[config.mk]
export PLATFORM = sky130hd
export DESIGN_NAME = flb_seq_ctrl
export DESIGN_NICKNAME = d
export VERILOG_FILES = /design/src/rtl/flb_ctrl_pkg.sv /design/src/rtl/flb_settle_timer.sv /design/src/rtl/flb_seq_ctrl.sv
export SDC_FILE = /design/constraint.sdc
export NUM_CORES = 1
export LEC_CHECK = 0
export CORE_ASPECT_RATIO = 0.7
export CORE_UTILIZATION = 49
export DETAILED_ROUTE_END_ITERATION = 8
export PLACE_DENSITY = 0.82
export SYNTH_ARGS = -nofsm -noshare
export SYNTH_HDL_FRONTEND = slang
export SYNTH_SLANG_ARGS = --single-unit
[constraint.sdc]
create_clock -name ref_clk -period 3.5 [get_ports ref_clk]
set_clock_uncertainty 0.2 [all_clocks]
set_input_delay 0.525 -clock ref_clk [delete_from_list [all_inputs] [get_ports ref_clk]]
set_output_delay 0.525 -clock ref_clk [all_outputs]
set_load 0.02 [all_outputs]
[src/rtl/flb_ctrl_pkg.sv]
// rtl/flb_ctrl_pkg.sv - shared types and default timing for the FLB sequencer
//
// Contents:
//   CNT_W_DEF, T_*_DEF  default settle counter width and settle times (cycles)
//   flb_seq_state_e     sequencer state encoding (4 bits, exported on state_o)
//   flb_cfg_t           shadowed FLB configuration bundle
package flb_ctrl_pkg;

    localparam int CNT_W_DEF  = 8;
    localparam int T_FLB_DEF  = 4;
    localparam int T_SYNC_DEF = 8;
    localparam int T_SDM_DEF  = 4;
    localparam int T_DEC_DEF  = 2;
    localparam int T_DN_DEF   = 2;

    typedef enum logic [3:0] {
        S_IDLE    = 4'd0,
        S_UP_FLB  = 4'd1,
        S_UP_SYNC = 4'd2,
        S_UP_SDM  = 4'd3,
        S_UP_DEC  = 4'd4,
        S_RUN     = 4'd5,
        S_DN_DEC  = 4'd6,
        S_DN_SDM  = 4'd7,
        S_DN_SYNC = 4'd8,
        S_DN_FLB  = 4'd9,
        S_APPLY   = 4'd10
    } flb_seq_state_e;

    typedef struct packed {
        logic [1:0] mtrx_lag;
        logic [1:0] smpl_lag;
        logic       sdm_order;
        logic       sdm_thrm_en;
    } flb_cfg_t;

endpackage

[src/rtl/flb_settle_timer.sv]
// rtl/flb_settle_timer.sv - loadable down-counter used for per-state settle times
//
// Ports:
//   ref_clk   in   clock
//   rst       in   asynchronous active-high reset
//   load      in   load load_val this cycle (takes priority over counting)
//   load_val  in   value to load, CNT_W bits
//   expired   out  count has reached zero
module flb_settle_timer #(
    parameter int CNT_W = 8
) (
    input  logic             ref_clk,
    input  logic             rst,
    input  logic             load,
    input  logic [CNT_W-1:0] load_val,
    output logic             expired
);

    logic [CNT_W-1:0] r_cnt;

    // Counts down and parks at zero, so expired stays high in states that
    // never reload the timer (IDLE, RUN).
    always_ff @(posedge ref_clk or posedge rst) begin
        if (rst) begin
            r_cnt <= '0;
        end else if (load) begin
            r_cnt <= load_val;
        end else if (r_cnt != '0) begin
            r_cnt <= r_cnt - 1'b1;
        end
    end

    assign expired = (r_cnt == '0);

endmodule

[src/rtl/flb_seq_ctrl.sv]
// rtl/flb_seq_ctrl.sv - FLB power-up/power-down/reconfiguration sequencer
//
// Ports:
//   ref_clk, rst                  clock, asynchronous active-high reset
//   en_req                        level request: 1 = FLB running, 0 = off
//   cfg_apply                     one-cycle pulse committing the cfg_* inputs
//   cfg_mtrx_lag, cfg_smpl_lag    requested clock lags
//   cfg_sdm_order, cfg_sdm_thrm_en requested SDM order / thermometer enable
//   csr_flb_en .. csr_dec_en      ordered datapath enables
//   csr_flb_*                     shadowed configuration
//   ready                         high only in RUN
//   busy                          high outside IDLE and RUN
//   cfg_ack                       one-cycle pulse as the shadow loads
//   state_o                       current state (debug)
module flb_seq_ctrl
    import flb_ctrl_pkg::*;
#(
    parameter int T_FLB  = T_FLB_DEF,
    parameter int T_SYNC = T_SYNC_DEF,
    parameter int T_SDM  = T_SDM_DEF,
    parameter int T_DEC  = T_DEC_DEF,
    parameter int T_DN   = T_DN_DEF,
    parameter int CNT_W  = CNT_W_DEF
) (
    input  logic       ref_clk,
    input  logic       rst,
    input  logic       en_req,
    input  logic       cfg_apply,
    input  logic [1:0] cfg_mtrx_lag,
    input  logic [1:0] cfg_smpl_lag,
    input  logic       cfg_sdm_order,
    input  logic       cfg_sdm_thrm_en,
    output logic       csr_flb_en,
    output logic       csr_sync_en,
    output logic       csr_flb_sdm_en,
    output logic       csr_dec_en,
    output logic [1:0] csr_flb_mtrx_clk_lag,
    output logic [1:0] csr_flb_smpl_clk_lag,
    output logic       csr_flb_sdm_order,
    output logic       csr_flb_sdm_thrm_en,
    output logic       ready,
    output logic       busy,
    output logic       cfg_ack,
    output logic [3:0] state_o
);

    flb_seq_state_e   r_state;
    flb_seq_state_e   w_nxt_state;
    logic             w_state_chg;
    logic             w_expired;
    logic [CNT_W-1:0] w_tmr_val;
    flb_cfg_t         w_cfg_in;

    flb_cfg_t         r_shadow;
    flb_cfg_t         r_pend_cfg;
    logic             r_cfg_pend;
    logic             r_reconf;
    logic             r_flb_en;
    logic             r_sync_en;
    logic             r_sdm_en;
    logic             r_dec_en;
    logic             r_ready;
    logic             r_busy;
    logic             r_cfg_ack;

    assign w_cfg_in = {cfg_mtrx_lag, cfg_smpl_lag, cfg_sdm_order, cfg_sdm_thrm_en};

    // Next-state decision. Kept combinational so the settle timer can be
    // loaded on the same edge that enters a state.
    always_comb begin
        w_nxt_state = r_state;
        case (r_state)
            S_IDLE:    if (en_req) w_nxt_state = S_UP_FLB;
            // A dropped request leaves the UP chain through the DN state of
            // the highest stage already enabled.
            S_UP_FLB:  if (!en_req) w_nxt_state = S_DN_FLB;
                       else if (w_expired) w_nxt_state = S_UP_SYNC;
            S_UP_SYNC: if (!en_req) w_nxt_state = S_DN_SYNC;
                       else if (w_expired) w_nxt_state = S_UP_SDM;
            S_UP_SDM:  if (!en_req) w_nxt_state = S_DN_SDM;
                       else if (w_expired) w_nxt_state = S_UP_DEC;
            S_UP_DEC:  if (!en_req) w_nxt_state = S_DN_DEC;
                       else if (w_expired) w_nxt_state = S_RUN;
            S_RUN:     if (!en_req || cfg_apply || r_cfg_pend) w_nxt_state = S_DN_DEC;
            S_DN_DEC:  if (w_expired) w_nxt_state = S_DN_SDM;
            S_DN_SDM:  if (w_expired) w_nxt_state = S_DN_SYNC;
            // Reconfiguration keeps csr_flb_en up and detours through APPLY;
            // a dropped request always wins and completes the power-down.
            S_DN_SYNC: if (w_expired) w_nxt_state = (r_reconf && en_req) ? S_APPLY : S_DN_FLB;
            S_DN_FLB:  if (w_expired) w_nxt_state = S_IDLE;
            S_APPLY:   w_nxt_state = en_req ? S_UP_SYNC : S_DN_FLB;
            default:   w_nxt_state = S_IDLE;
        endcase
    end

    assign w_state_chg = (w_nxt_state != r_state);

    always_comb begin
        w_tmr_val = '0;
        case (w_nxt_state)
            S_UP_FLB:  w_tmr_val = CNT_W'(T_FLB - 1);
            S_UP_SYNC: w_tmr_val = CNT_W'(T_SYNC - 1);
            S_UP_SDM:  w_tmr_val = CNT_W'(T_SDM - 1);
            S_UP_DEC:  w_tmr_val = CNT_W'(T_DEC - 1);
            S_DN_DEC, S_DN_SDM, S_DN_SYNC, S_DN_FLB:
                       w_tmr_val = CNT_W'(T_DN - 1);
            default:   w_tmr_val = '0;
        endcase
    end

    flb_settle_timer #(
        .CNT_W (CNT_W)
    ) u_settle_timer (
        .ref_clk  (ref_clk),
        .rst      (rst),
        .load     (w_state_chg),
        .load_val (w_tmr_val),
        .expired  (w_expired)
    );

    always_ff @(posedge ref_clk or posedge rst) begin
        if (rst) begin
            r_state    <= S_IDLE;
            r_shadow   <= '0;
            r_pend_cfg <= '0;
            r_cfg_pend <= 1'b0;
            r_reconf   <= 1'b0;
            r_flb_en   <= 1'b0;
            r_sync_en  <= 1'b0;
            r_sdm_en   <= 1'b0;
            r_dec_en   <= 1'b0;
            r_ready    <= 1'b0;
            r_busy     <= 1'b0;
            r_cfg_ack  <= 1'b0;
        end else begin
            r_state   <= w_nxt_state;
            r_ready   <= (w_nxt_state == S_RUN);
            r_busy    <= (w_nxt_state != S_IDLE) && (w_nxt_state != S_RUN);
            r_cfg_ack <= 1'b0;

            if (w_state_chg) begin
                case (w_nxt_state)
                    S_UP_FLB:  r_flb_en  <= 1'b1;
                    S_UP_SYNC: r_sync_en <= 1'b1;
                    S_UP_SDM:  r_sdm_en  <= 1'b1;
                    S_UP_DEC:  r_dec_en  <= 1'b1;
                    S_DN_DEC:  r_dec_en  <= 1'b0;
                    S_DN_SDM:  r_sdm_en  <= 1'b0;
                    S_DN_SYNC: r_sync_en <= 1'b0;
                    S_DN_FLB:  r_flb_en  <= 1'b0;
                    S_APPLY:   r_cfg_ack <= 1'b1;
                    default:   ;
                endcase
            end

            // r_reconf marks a DN chain entered for reconfiguration; any
            // cycle with en_req low turns it into a full power-down.
            if (r_state == S_RUN && w_state_chg) begin
                r_reconf <= en_req;
            end else if (!en_req) begin
                r_reconf <= 1'b0;
            end

            // Shadow load / pending request bookkeeping. The latest
            // cfg_apply is the one that lands.
            if (r_state == S_IDLE) begin
                if (cfg_apply) begin
                    r_shadow  <= w_cfg_in;
                    r_cfg_ack <= 1'b1;
                end
            end else if (w_state_chg && w_nxt_state == S_IDLE) begin
                if (cfg_apply || r_cfg_pend) begin
                    r_shadow   <= cfg_apply ? w_cfg_in : r_pend_cfg;
                    r_cfg_ack  <= 1'b1;
                    r_cfg_pend <= 1'b0;
                end
            end else if (r_state == S_APPLY) begin
                r_shadow   <= r_pend_cfg;
                r_cfg_pend <= cfg_apply;
                if (cfg_apply) r_pend_cfg <= w_cfg_in;
            end else if (cfg_apply) begin
                r_cfg_pend <= 1'b1;
                r_pend_cfg <= w_cfg_in;
            end
        end
    end

    assign csr_flb_en           = r_flb_en;
    assign csr_sync_en          = r_sync_en;
    assign csr_flb_sdm_en       = r_sdm_en;
    assign csr_dec_en           = r_dec_en;
    assign csr_flb_mtrx_clk_lag = r_shadow.mtrx_lag;
    assign csr_flb_smpl_clk_lag = r_shadow.smpl_lag;
    assign csr_flb_sdm_order    = r_shadow.sdm_order;
    assign csr_flb_sdm_thrm_en  = r_shadow.sdm_thrm_en;
    assign ready                = r_ready;
    assign busy                 = r_busy;
    assign cfg_ack              = r_cfg_ack;
    assign state_o              = r_state;

endmodule

==> results_dict.tcl <==
set metrics [dict create \
    outcome "completed" \
    row_count 19 \
    cts_buffers 5 \
    ys_seq_area_share_pct 39.5 \
    mostFrequentLayoutCell "dfrtp_1" \
    yosysWarningCount 0 \
    synth_enable_flop_cells 0 \
    reg2reg_from "u_settle_timer.r_cnt[0]$_DFFE_PP0P_" \
    worstPathCellList "clkdlybuf4s50_1 > nand2_1 > nor3_1 > o31ai_2 > o221a_2 > a31oi_1 > and2_1 > mux2_1" \
    root_buffer "clkbuf_8" \
    async_flop_share_pct 100 \
    wl_met3_um 400 \
    hpwlAfterDp_um 3690 \
    p_int_uw 1400 \
    crit_arrival_ns 3.20 \
    fillCellCount 332 \
    rsz0062_at_grt "no" \
    r2r-end "csr_flb_mtrx_clk_lag[1]$_DFFE_PP0P_" \
    grt_pass1_wl_um 8670 \
    grt_overflow 0 \
    hold_depth 1 \
    wl_met2_um 2150 \
    r2r_slack_ns 0.36 \
    io-pin-count 27 \
    die_w_um 80.1 \
    clk_pin_slew_ns 0.06 \
    final_cell_mix "dfrtp_1 (33), clkdlybuf4s50_1 (26), nor2_1 (15)" \
    timing.final.crit_period_ns 3.24 \
    cts_buffer_depth 2 \
    hp-class "reg2reg" \
    clkLatencyLatePin_ns 0.29 \
    path_max_fanout 13 \
    path_buf_inv 1 \
    die_h_um 56.7 \
    nets 245 \
    setup.worst_path.start_class "input pin" \
    fmax_mhz 309 \
    synthFlopType "dfrtp_1" \
    antenna_found_initial 0 \
    wl_met1_um 2480 \
    drcViolationCount 0 \
    fin_util_pct 63.6 \
    grt_max_degree 19 \
    cts_max_level 2 \
    required_ns 3.47 \
    grt_pass1_vias 1715 \
    p_leak_uw 0.00102 \
    worstSetupPathType "in2reg" \
    cts_setup_buffers 0 \
    synth_area_sq_um 2090 \
    syn_inst 202 \
    p_sw_share_pct 43.3 \
    cts_num_sinks 33 \
    p_clk_share_pct 14.3 \
    min_to "r_pend_cfg[0]$_DFFE_PP0P_" \
    r2r_cells 9 \
    seq_power_share_pct 27.3 \
    cts_tree "yes" \
    syn_area_per_cell_sq_um 10.4 \
    multiInputGateArea_sq_um 1150 \
    setup_viol 0 \
    max_stage_delay_ns 0.74 \
    slew_viol_final 0 \
    critPathSlowestCell "clkdlybuf4s50_1" \
    start_util_pct 52.4 \
    maxUsedRoutingLayer "met4" \
    p_sw_uw 1070 \
    place.gp.congestion 0.913 \
    seq_area_sq_um 826 \
    area_growth_pct 21.4 \
    drive_gt1_share_pct 20.9 \
    antenna_cells 0 \
    dr_total_vias 1772 \
    post_drt_wl_per_cell_um 17.9 \
    postRouteAntennaNets 0 \
    grtUsageTotal_pct 25.8 \
    synth-seq-cells 33 \
    synth_nets 213 \
    coreArea_sq_um 3990 \
    ir_worst_vdd_uv 597 \
    die-area_sq_um 4540 \
    power.density_nw_per_um2 971 \
    drt_pass1_iterations 4 \
    finalHoldViolCount 0 \
    cap_violations 0 \
    drt_iter0_drc 248 \
    worst_pin_slew_ns 0.700 \
    relSlewSlack_pct 52.9 \
    viasPerCell 6.20 \
    period_share_pct 92.4 \
    min-delay-start "r_pend_cfg[0]$_DFFE_PP0P_" \
    totalWireLength_um 5130 \
    crit_family "simple AND/OR/NAND/NOR gates" \
    finalPower_uw 2460 \
    port_buffers 26 \
    crit_path_end_kind "flop" \
    comb_power_share_pct 58.5 \
    synth.distinct_cells 68 \
]
[stage by stage]
step	hold WS (ns)	instances	cell area (sq um)	setup WS, ns	setup TNS (ns)
floorplan	0.254	202	2090	0.631	0
global placement	0.264	279	2430	0.0787	0
detailed placement	0.275	279	2430	-0.0261	-0.0416
CTS	0.290	286	2540	0.241	0
global route	0.313	286	2540	0.0837	0
finish	0.288	286	2540	0.265	0
[area by class of cell]
class | count | area share, %
clock buffers | 5 | 2.71
clock inverters | 2 | 1.38
inverters | 12 | 1.77
multi-input cells | 144 | 45.2
flip-flops and latches | 33 | 32.5
well taps | 52 | 2.56
repair buffers | 38 | 13.8
[synthesized netlist by cell type (2+ instances only)]
cell type,number,share of area (%)
o31ai_1,3,1.1
a22oi_1,2,0.72
a31oi_1,5,1.5
nor2b_1,2,0.60
buf_2,7,1.7
dfrtp_1,33,39
xnor2_1,4,1.7
nand2_1,6,1.1
o22ai_1,2,0.60
nor3_1,7,1.7
xor2_1,3,1.3
nor2_1,15,2.7
nor2_2,2,0.60
clkbuf_1,3,0.54
o21ai_0,2,0.48
nor4_1,3,0.90
mux2i_1,2,0.96
a211oi_1,2,0.72
inv_1,11,2.0
mux2_1,14,7.5
o21a_1,2,0.72
buf_4,2,0.72
and2_1,3,0.90
maj3_1,2,0.96
and3_1,2,0.60
a21oi_1,4,0.96
nand2b_1,3,0.90
a211oi_2,2,1.2
nand3_1,7,1.7
mux2_2,6,3.2
nor3b_1,4,1.4
[flip-flops by register name, summed over array words and instances (netlist names), 2 cells and up]
name / count
r_pend_cfg: 6
u_settle_timer.r_cnt: 8
state_o: 4
csr_flb_smpl_clk_lag: 2
csr_flb_mtrx_clk_lag: 2
[what timing repair did]
action	CTS	global route
hold buffers	0	0
endpoints found under the setup margin	0	11
gates resized for setup	0	1
[layer usage]
layer	vias to the layer above	GRT usage, %
li1	808	-
met1	869	38.0
met2	82	34.9
met3	13	7.48
met4	0	10.7
met5	-	0
[power by group through the flow]
stage,clock (uW),sequential (uW),combinational [uW]
after floorplan,0,702,976
after global placement,0,660,1400
after detailed placement,0,671,1430
after CTS,353,669,1440
after global routing,367,692,1550
final,352,672,1440
[cell families after synthesis]
group | count (synthesis) | share of synthesized area (%)
adder cells (fa/ha/maj) | 3 | 1.55
XOR/XNOR | 7 | 2.93
buffers and inverters | 25 | 5.62
AND/OR/NAND/NOR | 65 | 17.8
flip-flops | 33 | 39.5
AO/OA/AOI/OAI | 46 | 20.2
multiplexers | 23 | 12.4
[worst max path at each step]
stage / startpoint / endpoint / slack (ns) / depth (start not counted)
final: en_req / r_pend_cfg[3]$_DFFE_PP0P_ / 0.26 / 8
after global routing: u_settle_timer.r_cnt[0]$_DFFE_PP0P_ / csr_flb_mtrx_clk_lag[1]$_DFFE_PP0P_ / 0.08 / 9
after CTS: u_settle_timer.r_cnt[0]$_DFFE_PP0P_ / csr_flb_mtrx_clk_lag[1]$_DFFE_PP0P_ / 0.24 / 9
after detailed placement: en_req / csr_flb_mtrx_clk_lag[1]$_DFFE_PP0P_ / -0.03 / 8
after global placement: en_req / csr_flb_sdm_thrm_en$_DFFE_PP0P_ / 0.08 / 7
after floorplan: u_settle_timer.r_cnt[0]$_DFFE_PP0P_ / csr_flb_mtrx_clk_lag[0]$_DFFE_PP0P_ / 0.63 / 10
Note: power is estimated with default switching activity, not from simulation.
